[config.mk]
export PLATFORM = sky130hd
export DESIGN_NAME = oram_evict_writer_flat
export DESIGN_NICKNAME = d
export VERILOG_FILES = /design/src/rtl/oram_evict_writer_if.sv /design/src/rtl/oram_evict_writer.sv /design/src/flat_wrapper.sv
export SDC_FILE = /design/constraint.sdc
export NUM_CORES = 2
export LEC_CHECK = 0
export BUFFER_PORTS_ARGS = -buffer_cell sky130_fd_sc_hd__buf_2
export CORE_UTILIZATION = 52
export CTS_CLUSTER_DIAMETER = 100
export DETAILED_ROUTE_END_ITERATION = 7
export PLACE_DENSITY = 0.75
export SLEW_MARGIN = 20
export SYNTH_ARGS = -nofsm -noshare
export SYNTH_HDL_FRONTEND = slang
export SYNTH_SLANG_ARGS = --single-unit
[constraint.sdc]
create_clock -name clk -period 2.55 [get_ports clk]
set_input_delay 0.255 -clock clk [delete_from_list [all_inputs] [get_ports clk]]
set_output_delay 0.255 -clock clk [all_outputs]
set_load 0.01 [all_outputs]
[src/rtl/oram_evict_writer_if.sv]
// Request channel and bucket-RAM bus of the ORAM eviction writer.
// The engine takes the slave view; the requester/RAM side takes the master view.
interface oram_evict_writer_if #(
  parameter int D = 6,
  parameter int K = 3,
  parameter int A = 8
) ();
  localparam int TW = 2 + (D - 1) + D + 8 * A;

  logic            put_valid;
  logic            put_ready;
  logic            put_dummy;
  logic [TW-1:0]   put_tuple;
  logic [D-2:0]    flush_leaf;

  logic            mem_rd_en;
  logic            mem_wr_en;
  logic [D-1:0]    mem_addr;
  logic [K*TW-1:0] mem_wdata;
  logic [K*TW-1:0] mem_rdata;

  modport master (
    output put_valid, put_dummy, put_tuple, flush_leaf, mem_rdata,
    input  put_ready, mem_rd_en, mem_wr_en, mem_addr, mem_wdata
  );

  modport slave (
    input  put_valid, put_dummy, put_tuple, flush_leaf, mem_rdata,
    output put_ready, mem_rd_en, mem_wr_en, mem_addr, mem_wdata
  );
endinterface

[src/rtl/oram_evict_writer.sv]
// ORAM write-side engine: put a fetched tuple back into the root bucket, then
// run one eviction pass down a caller-chosen leaf path.
module oram_evict_writer #(
  parameter int D = 6,
  parameter int K = 3,
  parameter int A = 8
) (
  input  logic               clk,
  input  logic               rst_n,
  oram_evict_writer_if.slave bus,
  output logic               busy,
  output logic               done,
  output logic               overflow,
  output logic [7:0]         overflow_cnt
);
  localparam int TW      = 2 + (D - 1) + D + 8 * A;
  localparam int BW      = K * TW;
  localparam int LW      = $clog2(D);
  localparam int EN_BIT  = TW - 1;
  localparam int PV_BIT  = TW - 2;
  localparam int POS_LSB = TW - 1 - D;

  typedef enum logic [2:0] {
    S_IDLE,
    S_RD_ROOT,
    S_CAP_ROOT,
    S_RD_LOW,
    S_CAP_LOW,
    S_WR_UP,
    S_WR_LEAF
  } state_t;

  state_t        state_reg;
  state_t        state_next;
  logic [TW-1:0] tuple_reg;
  logic          dummy_reg;
  logic [D-2:0]  leaf_reg;
  logic [D-1:0]  node_reg;
  logic [LW-1:0] level_reg;
  logic [BW-1:0] up_reg;
  logic [BW-1:0] low_reg;
  logic [7:0]    overflow_cnt_reg;

  logic          leaf_bit;
  logic [D-1:0]  child_node;
  logic [K-1:0]  rd_free;
  logic [K-1:0]  up_elig;
  logic          root_full;

  // Heap numbering: the child on the flush path is 2*node + path bit.
  assign leaf_bit   = leaf_reg[level_reg];
  assign child_node = {node_reg[D-2:0], leaf_bit};

  for (genvar gi = 0; gi < K; gi++) begin : g_slot
    logic [D-2:0] up_pos;
    assign up_pos      = up_reg[gi*TW + POS_LSB +: D-1];
    assign rd_free[gi] = ~bus.mem_rdata[gi*TW + EN_BIT];
    assign up_elig[gi] = up_reg[gi*TW + EN_BIT] & up_reg[gi*TW + PV_BIT] &
                         (up_pos[level_reg] == leaf_bit);
  end

  assign root_full = ~|rd_free;

  // Root insert: the incoming tuple takes the lowest-index free slot.
  logic [TW-1:0] ins_tuple;
  logic [BW-1:0] root_ins;
  logic          ins_hit;

  always_comb begin
    ins_tuple         = tuple_reg;
    ins_tuple[EN_BIT] = 1'b1;
    ins_tuple[PV_BIT] = 1'b1;
    root_ins          = bus.mem_rdata;
    ins_hit           = 1'b0;
    for (int j = 0; j < K; j++) begin
      if (!ins_hit && rd_free[j]) begin
        root_ins[j*TW +: TW] = ins_tuple;
        ins_hit              = 1'b1;
      end
    end
  end

  // Merge UP into the freshly read LOW bucket; a tuple that finds no room stays put.
  logic [BW-1:0] up_merged;
  logic [BW-1:0] low_merged;
  logic [K-1:0]  low_avail;
  logic          placed;

  always_comb begin
    up_merged  = up_reg;
    low_merged = bus.mem_rdata;
    low_avail  = rd_free;
    placed     = 1'b0;
    for (int j = 0; j < K; j++) begin
      placed = 1'b0;
      for (int m = 0; m < K; m++) begin
        if (up_elig[j] && !placed && low_avail[m]) begin
          low_merged[m*TW +: TW] = up_reg[j*TW +: TW];
          low_avail[m]           = 1'b0;
          placed                 = 1'b1;
        end
      end
      if (placed) begin
        up_merged[j*TW + EN_BIT] = 1'b0;
      end
    end
  end

  always_comb begin
    state_next    = state_reg;
    bus.mem_rd_en = 1'b0;
    bus.mem_wr_en = 1'b0;
    bus.mem_addr  = '0;
    bus.mem_wdata = '0;
    done          = 1'b0;
    overflow      = 1'b0;
    unique case (state_reg)
      S_IDLE: begin
        if (bus.put_valid) begin
          state_next = S_RD_ROOT;
        end
      end
      S_RD_ROOT: begin
        bus.mem_rd_en = 1'b1;
        state_next    = S_CAP_ROOT;
      end
      S_CAP_ROOT: begin
        overflow   = !dummy_reg && root_full;
        state_next = S_RD_LOW;
      end
      S_RD_LOW: begin
        bus.mem_rd_en = 1'b1;
        bus.mem_addr  = child_node - D'(1);
        state_next    = S_CAP_LOW;
      end
      S_CAP_LOW: begin
        state_next = S_WR_UP;
      end
      S_WR_UP: begin
        bus.mem_wr_en = 1'b1;
        bus.mem_addr  = node_reg - D'(1);
        bus.mem_wdata = up_reg;
        state_next    = (level_reg == LW'(D - 2)) ? S_WR_LEAF : S_RD_LOW;
      end
      S_WR_LEAF: begin
        bus.mem_wr_en = 1'b1;
        bus.mem_addr  = node_reg - D'(1);
        bus.mem_wdata = up_reg;
        done          = 1'b1;
        state_next    = S_IDLE;
      end
      default: begin
        state_next = S_IDLE;
      end
    endcase
  end

  always_ff @(posedge clk or negedge rst_n) begin
    if (!rst_n) begin
      state_reg        <= S_IDLE;
      tuple_reg        <= '0;
      dummy_reg        <= 1'b0;
      leaf_reg         <= '0;
      node_reg         <= '0;
      level_reg        <= '0;
      up_reg           <= '0;
      low_reg          <= '0;
      overflow_cnt_reg <= '0;
    end else begin
      state_reg <= state_next;
      case (state_reg)
        S_IDLE: begin
          if (bus.put_valid) begin
            tuple_reg <= bus.put_tuple;
            dummy_reg <= bus.put_dummy;
            leaf_reg  <= bus.flush_leaf;
            node_reg  <= D'(1);
            level_reg <= '0;
          end
        end
        S_CAP_ROOT: begin
          // A full root with a real request simply keeps its old contents.
          up_reg <= dummy_reg ? bus.mem_rdata : root_ins;
          if (overflow && (overflow_cnt_reg != 8'hFF)) begin
            overflow_cnt_reg <= overflow_cnt_reg + 8'd1;
          end
        end
        S_CAP_LOW: begin
          up_reg  <= up_merged;
          low_reg <= low_merged;
        end
        S_WR_UP: begin
          up_reg    <= low_reg;
          node_reg  <= child_node;
          level_reg <= level_reg + LW'(1);
        end
        default: begin
        end
      endcase
    end
  end

  assign bus.put_ready = (state_reg == S_IDLE);
  assign busy          = (state_reg != S_IDLE);
  assign overflow_cnt  = overflow_cnt_reg;

endmodule

[src/flat_wrapper.sv]
// flat-port wrapper written by rule: the top's interface ports become plain ports
module oram_evict_writer_flat 
#(
  parameter int D = 6,
  parameter int K = 3,
  parameter int A = 8
)
  (clk, rst_n, busy, done, overflow, overflow_cnt, bus_put_valid, bus_put_dummy, bus_put_tuple, bus_flush_leaf, bus_mem_rdata, bus_put_ready, bus_mem_rd_en, bus_mem_wr_en, bus_mem_addr, bus_mem_wdata);
  oram_evict_writer_if #(.D(D), .K(K), .A(A)) bus_i ();
  input  logic clk;
  input  logic rst_n;
  output logic busy;
  output logic done;
  output logic overflow;
  output logic [7:0] overflow_cnt;
  input wire logic [$bits(bus_i.put_valid)-1:0] bus_put_valid;
  input wire logic [$bits(bus_i.put_dummy)-1:0] bus_put_dummy;
  input wire logic [$bits(bus_i.put_tuple)-1:0] bus_put_tuple;
  input wire logic [$bits(bus_i.flush_leaf)-1:0] bus_flush_leaf;
  input wire logic [$bits(bus_i.mem_rdata)-1:0] bus_mem_rdata;
  output wire logic [$bits(bus_i.put_ready)-1:0] bus_put_ready;
  output wire logic [$bits(bus_i.mem_rd_en)-1:0] bus_mem_rd_en;
  output wire logic [$bits(bus_i.mem_wr_en)-1:0] bus_mem_wr_en;
  output wire logic [$bits(bus_i.mem_addr)-1:0] bus_mem_addr;
  output wire logic [$bits(bus_i.mem_wdata)-1:0] bus_mem_wdata;
  assign bus_i.put_valid = bus_put_valid;
  assign bus_i.put_dummy = bus_put_dummy;
  assign bus_i.put_tuple = bus_put_tuple;
  assign bus_i.flush_leaf = bus_flush_leaf;
  assign bus_i.mem_rdata = bus_mem_rdata;
  assign bus_put_ready = bus_i.put_ready;
  assign bus_mem_rd_en = bus_i.mem_rd_en;
  assign bus_mem_wr_en = bus_i.mem_wr_en;
  assign bus_mem_addr = bus_i.mem_addr;
  assign bus_mem_wdata = bus_i.mem_wdata;
  oram_evict_writer #(.D(D), .K(K), .A(A)) u_core (.clk(clk), .rst_n(rst_n), .bus(bus_i), .busy(busy), .done(done), .overflow(overflow), .overflow_cnt(overflow_cnt));
endmodule
==> results by group <==
Worst setup path
  • CP Capture Type: output port
  • Worst Path Max Fanout: 5
  • Worst setup startpoint: u_core.level_reg[2]
  • R2r setup slk: -460 ps
  • R2R Path Start: u_core.level_reg[0]
  • Reg-to-Reg End: u_core.low_reg[161]
  • CP required: 2300 ps
  • Arrival time of the worst setup path: 2780 ps
  • Worst-path cell chain: mux2i_2 -> o21a_4 -> o21ai_4 -> buf_6 -> nor2_4 -> o21bai_4 -> ha_4 -> nand2b_4 -> nor2_4 -> or2_4 -> a31oi_1 -> buf_2
  • CP max stage cell: dfrtp_2
  • Slowest Stage Delay on Critical Path: 440 ps
  • CP most frequent cell: nor2_4
  • Critical path class: reg2out
  • Setup crit start kind: flop
  • Cell depth of the worst flop-to-flop path: 9

Floorplan
  • Core Area: a little over 0.06 mm^2
  • Die height: ~250 um
  • # IOs: between 500 and 600
  • Die ar.: about 0.064 mm^2
  • Initial Utilization: 0.527
  • Row count: a little over 90
  • Chip width: 252 um

Final layout
  • Commonest non-fill, non-tap cell in the layout: buf_2
  • # fillers: around 4.5k
  • Sequential cell area: around 0.014 mm^2
  • Final #Nets: 4,662
  • Finished Cell Area: 0.0430 mm^2
  • Area occupied by multi-input gates: ~0.017 mm^2
  • Fraction of layout cells with a size suffix above 1: 0.235
  • Area grow syn2layout: 32.2%
  • Commonest non-fill, non-tap cells in the layout: 564 x buf_2, 559 x dfrtp_1, 456 x mux2i_1

Power
  • Final Power: 0.0535 W
  • VDD IR max: 1410 uV
  • Pwr Density: between 1000 and 1500 mW/mm^2
  • Leakage power: between 20 and 25 nW

Clock tree
  • Clock transition at path regs: roughly 60 ps
  • Clk_lat worst skew: around 600 ps
  • Root buf cell: clkbuf_16
  • CTS Buf Count: 66
  • Bufs on Longest Clock Path: 3
  • CTS tree: yes
  • H-tree depth: 3
  • CTS sink count: approximately 560

Status
  • Failing checks: negative setup slack
  • Status: finished with violations

Worst hold path
  • WHS Endpoint: u_core.up_reg[67]
  • Min-Delay Path Class: in2reg
  • Worst Hold Launch: bus_mem_rdata[67]
  • WHS Path Cells: 3

Route
  • DR WL/cell: roughly 25 um
  • Drt first pass iters: 6
  • Final ANT Viol Nets: 0
  • DRC Markers: 0
  • Vias/cell: ~6.6
  • DRT Wirelength: between 100 and 150 mm
  • Vias post-DR: approximately 34k
  • Iter 0 DRT Violations: 5,075

Placement
  • DP HPWL: between 70 and 80 mm
  • Post-DP Area: between 0.03 and 0.04 mm^2
  • Placer Congestion: a little over 0.9
  • Port Buffers: between 500 and 600

Timing
  • Slew Limit Fails: 0
  • Crit path time final: just over 3000 ps
  • Setup ws final: -488 ps
  • # setup viols final: ~440
  • Unrepaired setup endpoints after global routing: yes
  • Maximum operating frequency: about 330 MHz
  • Final period util: 1.19
  • Final hold vios: 0
  • Worst Clk Skew: 23.2 ps
  • Worst-margin pin slew: 1040 ps
  • Max-slew headroom: 0.309

Synthesis
  • Synthesis-stage register bit count: about 560
  • Post-Syn Nets: 3,895
  • Post-Synthesis Cells: 3,574
  • Post-synth EDFFs: 0
  • Netlist cell types: 60
  • Post-Syn Area per Cell: about 9.1 um^2
  • Top FF cell, synth: dfrtp_1
  • Synth Cell Area: between 0.03 and 0.04 mm^2
  • Asr flop ratio synth: 1.00
  • Seq/Total Area, Yosys: 0.433
  • Synth warn: 0

Global route
  • First-pass GRT wire length: between 150 and 200 mm
  • GRT Total Usage: 0.403
  • Antenna violations before repair: 6
  • Vias in the first global route: around 34k
  • Pin count of the biggest net entering global routing: 232
  • Total grt overflow: 0

Job
  • Max-cap violations: 0
-- area by class of cell --
type	count	share of cell area
multi-input cells	2653	0.403
flip-flops and latches	563	0.328
repair buffers	1050	0.196
clock buffers	93	0.0441
well taps	837	0.0244
clock inverters	18	0.00431
inverters	7	0.000611
diodes	7	0.000408
-- worst max-delay path, delay by kind of cell, from the launching register on --
| family | cells | cell delay [ps] |
|---|---|---|
| fa+ha+maj | 1 | 190 |
| flops | 1 | 440 |
| buf+inv | 2 | 300 |
| mux | 1 | 170 |
| compound gates | 4 | 710 |
| simple gates | 4 | 380 |
-- through the flow --
step | util | hold slack, ps | setup WS [ps] | std cells | setup TNS [ps]
finish | 0.696 | 13.2 | -488 | 5228 | -114880
global route | 0.696 | 4.20 | -589 | 5226 | -162920
CTS | 0.690 | 0.772 | -524 | 5208 | -104440
detailed placement | 0.608 | 338 | -513 | 4819 | -99690
global placement | 0.608 | 337 | -496 | 4819 | -91200
floorplan | - | -40.6 | -159 | 3574 | -14060
-- cells in the mapped netlist (all sizes together) (4+ instances only) --
library cell,instances,area (um^2)
dfrtp,563,14100
mux2i,459,4590
o21ai,403,2030
nand2,387,1460
a21oi,346,1750
and3,235,1470
clkbuf,234,878
a22oi,227,1700
nor2,209,785
o211ai,122,916
buf,117,588
mux2,85,957
nand3,52,260
o22ai,37,231
xnor2,11,111
xor2,8,70.1
nor3,7,45.0
inv,6,22.5
nand2b,5,31.3
nor4,5,37.5
a2111oi,4,53.8
a31oi,4,25.0
and2,4,25.0
ha,4,50.1
nand4,4,25.0
or2,4,25.0
-- worst max path at each step --
stage	end	slack [ps]	cells after the start
6_report	bus_mem_addr[4]	-490	12
2_1_floorplan	u_core.low_reg[160]	-160	12
3_5_place_dp	u_core.low_reg[56]	-510	11
5_1_grt	u_core.low_reg[226]	-590	15
3_3_place_gp	u_core.low_reg[71]	-500	11
4_1_cts	bus_mem_addr[4]	-520	12
-- where the power goes --
part	switching, W	internal [W]
clock	0.00390	0.00548
sequential	0.00517	0.0134
combinational	0.0146	0.0110
-- what timing repair did --
item | in CTS | in global routing
pin swaps | 10 | 14
hold buffers | 263 | 1
endpoints found under the hold margin | 314 | 1
resized for setup | 23 | 43
endpoints found under the setup margin | 468 | 470
gates cloned | 3 | 6
setup buffers | 13 | 6
-- metal layers --
| layer | GRT usage | vias to the layer above | part of all wire |
|---|---|---|---|
| li1 | - | 14500 | - |
| met1 | 0.511 | 16600 | 0.37 |
| met2 | 0.625 | 2794 | 0.46 |
| met3 | 0.0871 | 600 | 0.11 |
| met4 | 0.257 | 2 | 0.063 |
| met5 | 0 | - | 0.000098 |
-- cell families (layout without fill, tap and decap cells) --
family / after synthesis / in the layout / share of synthesized area
XOR/XNOR: 19 / 19 / 0.00558
adder cells (fa/ha/maj): 4 / 4 / 0.00154
AND/OR/NAND/NOR: 921 / 921 / 0.130
flip-flops: 563 / 563 / 0.433
buffers and inverters: 358 / 1168 / 0.0459
multiplexers: 544 / 544 / 0.171
other: 0 / 7 / 0
AO/OA/AOI/OAI: 1165 / 1165 / 0.213
Note: power is estimated with default switching activity, not from simulation.
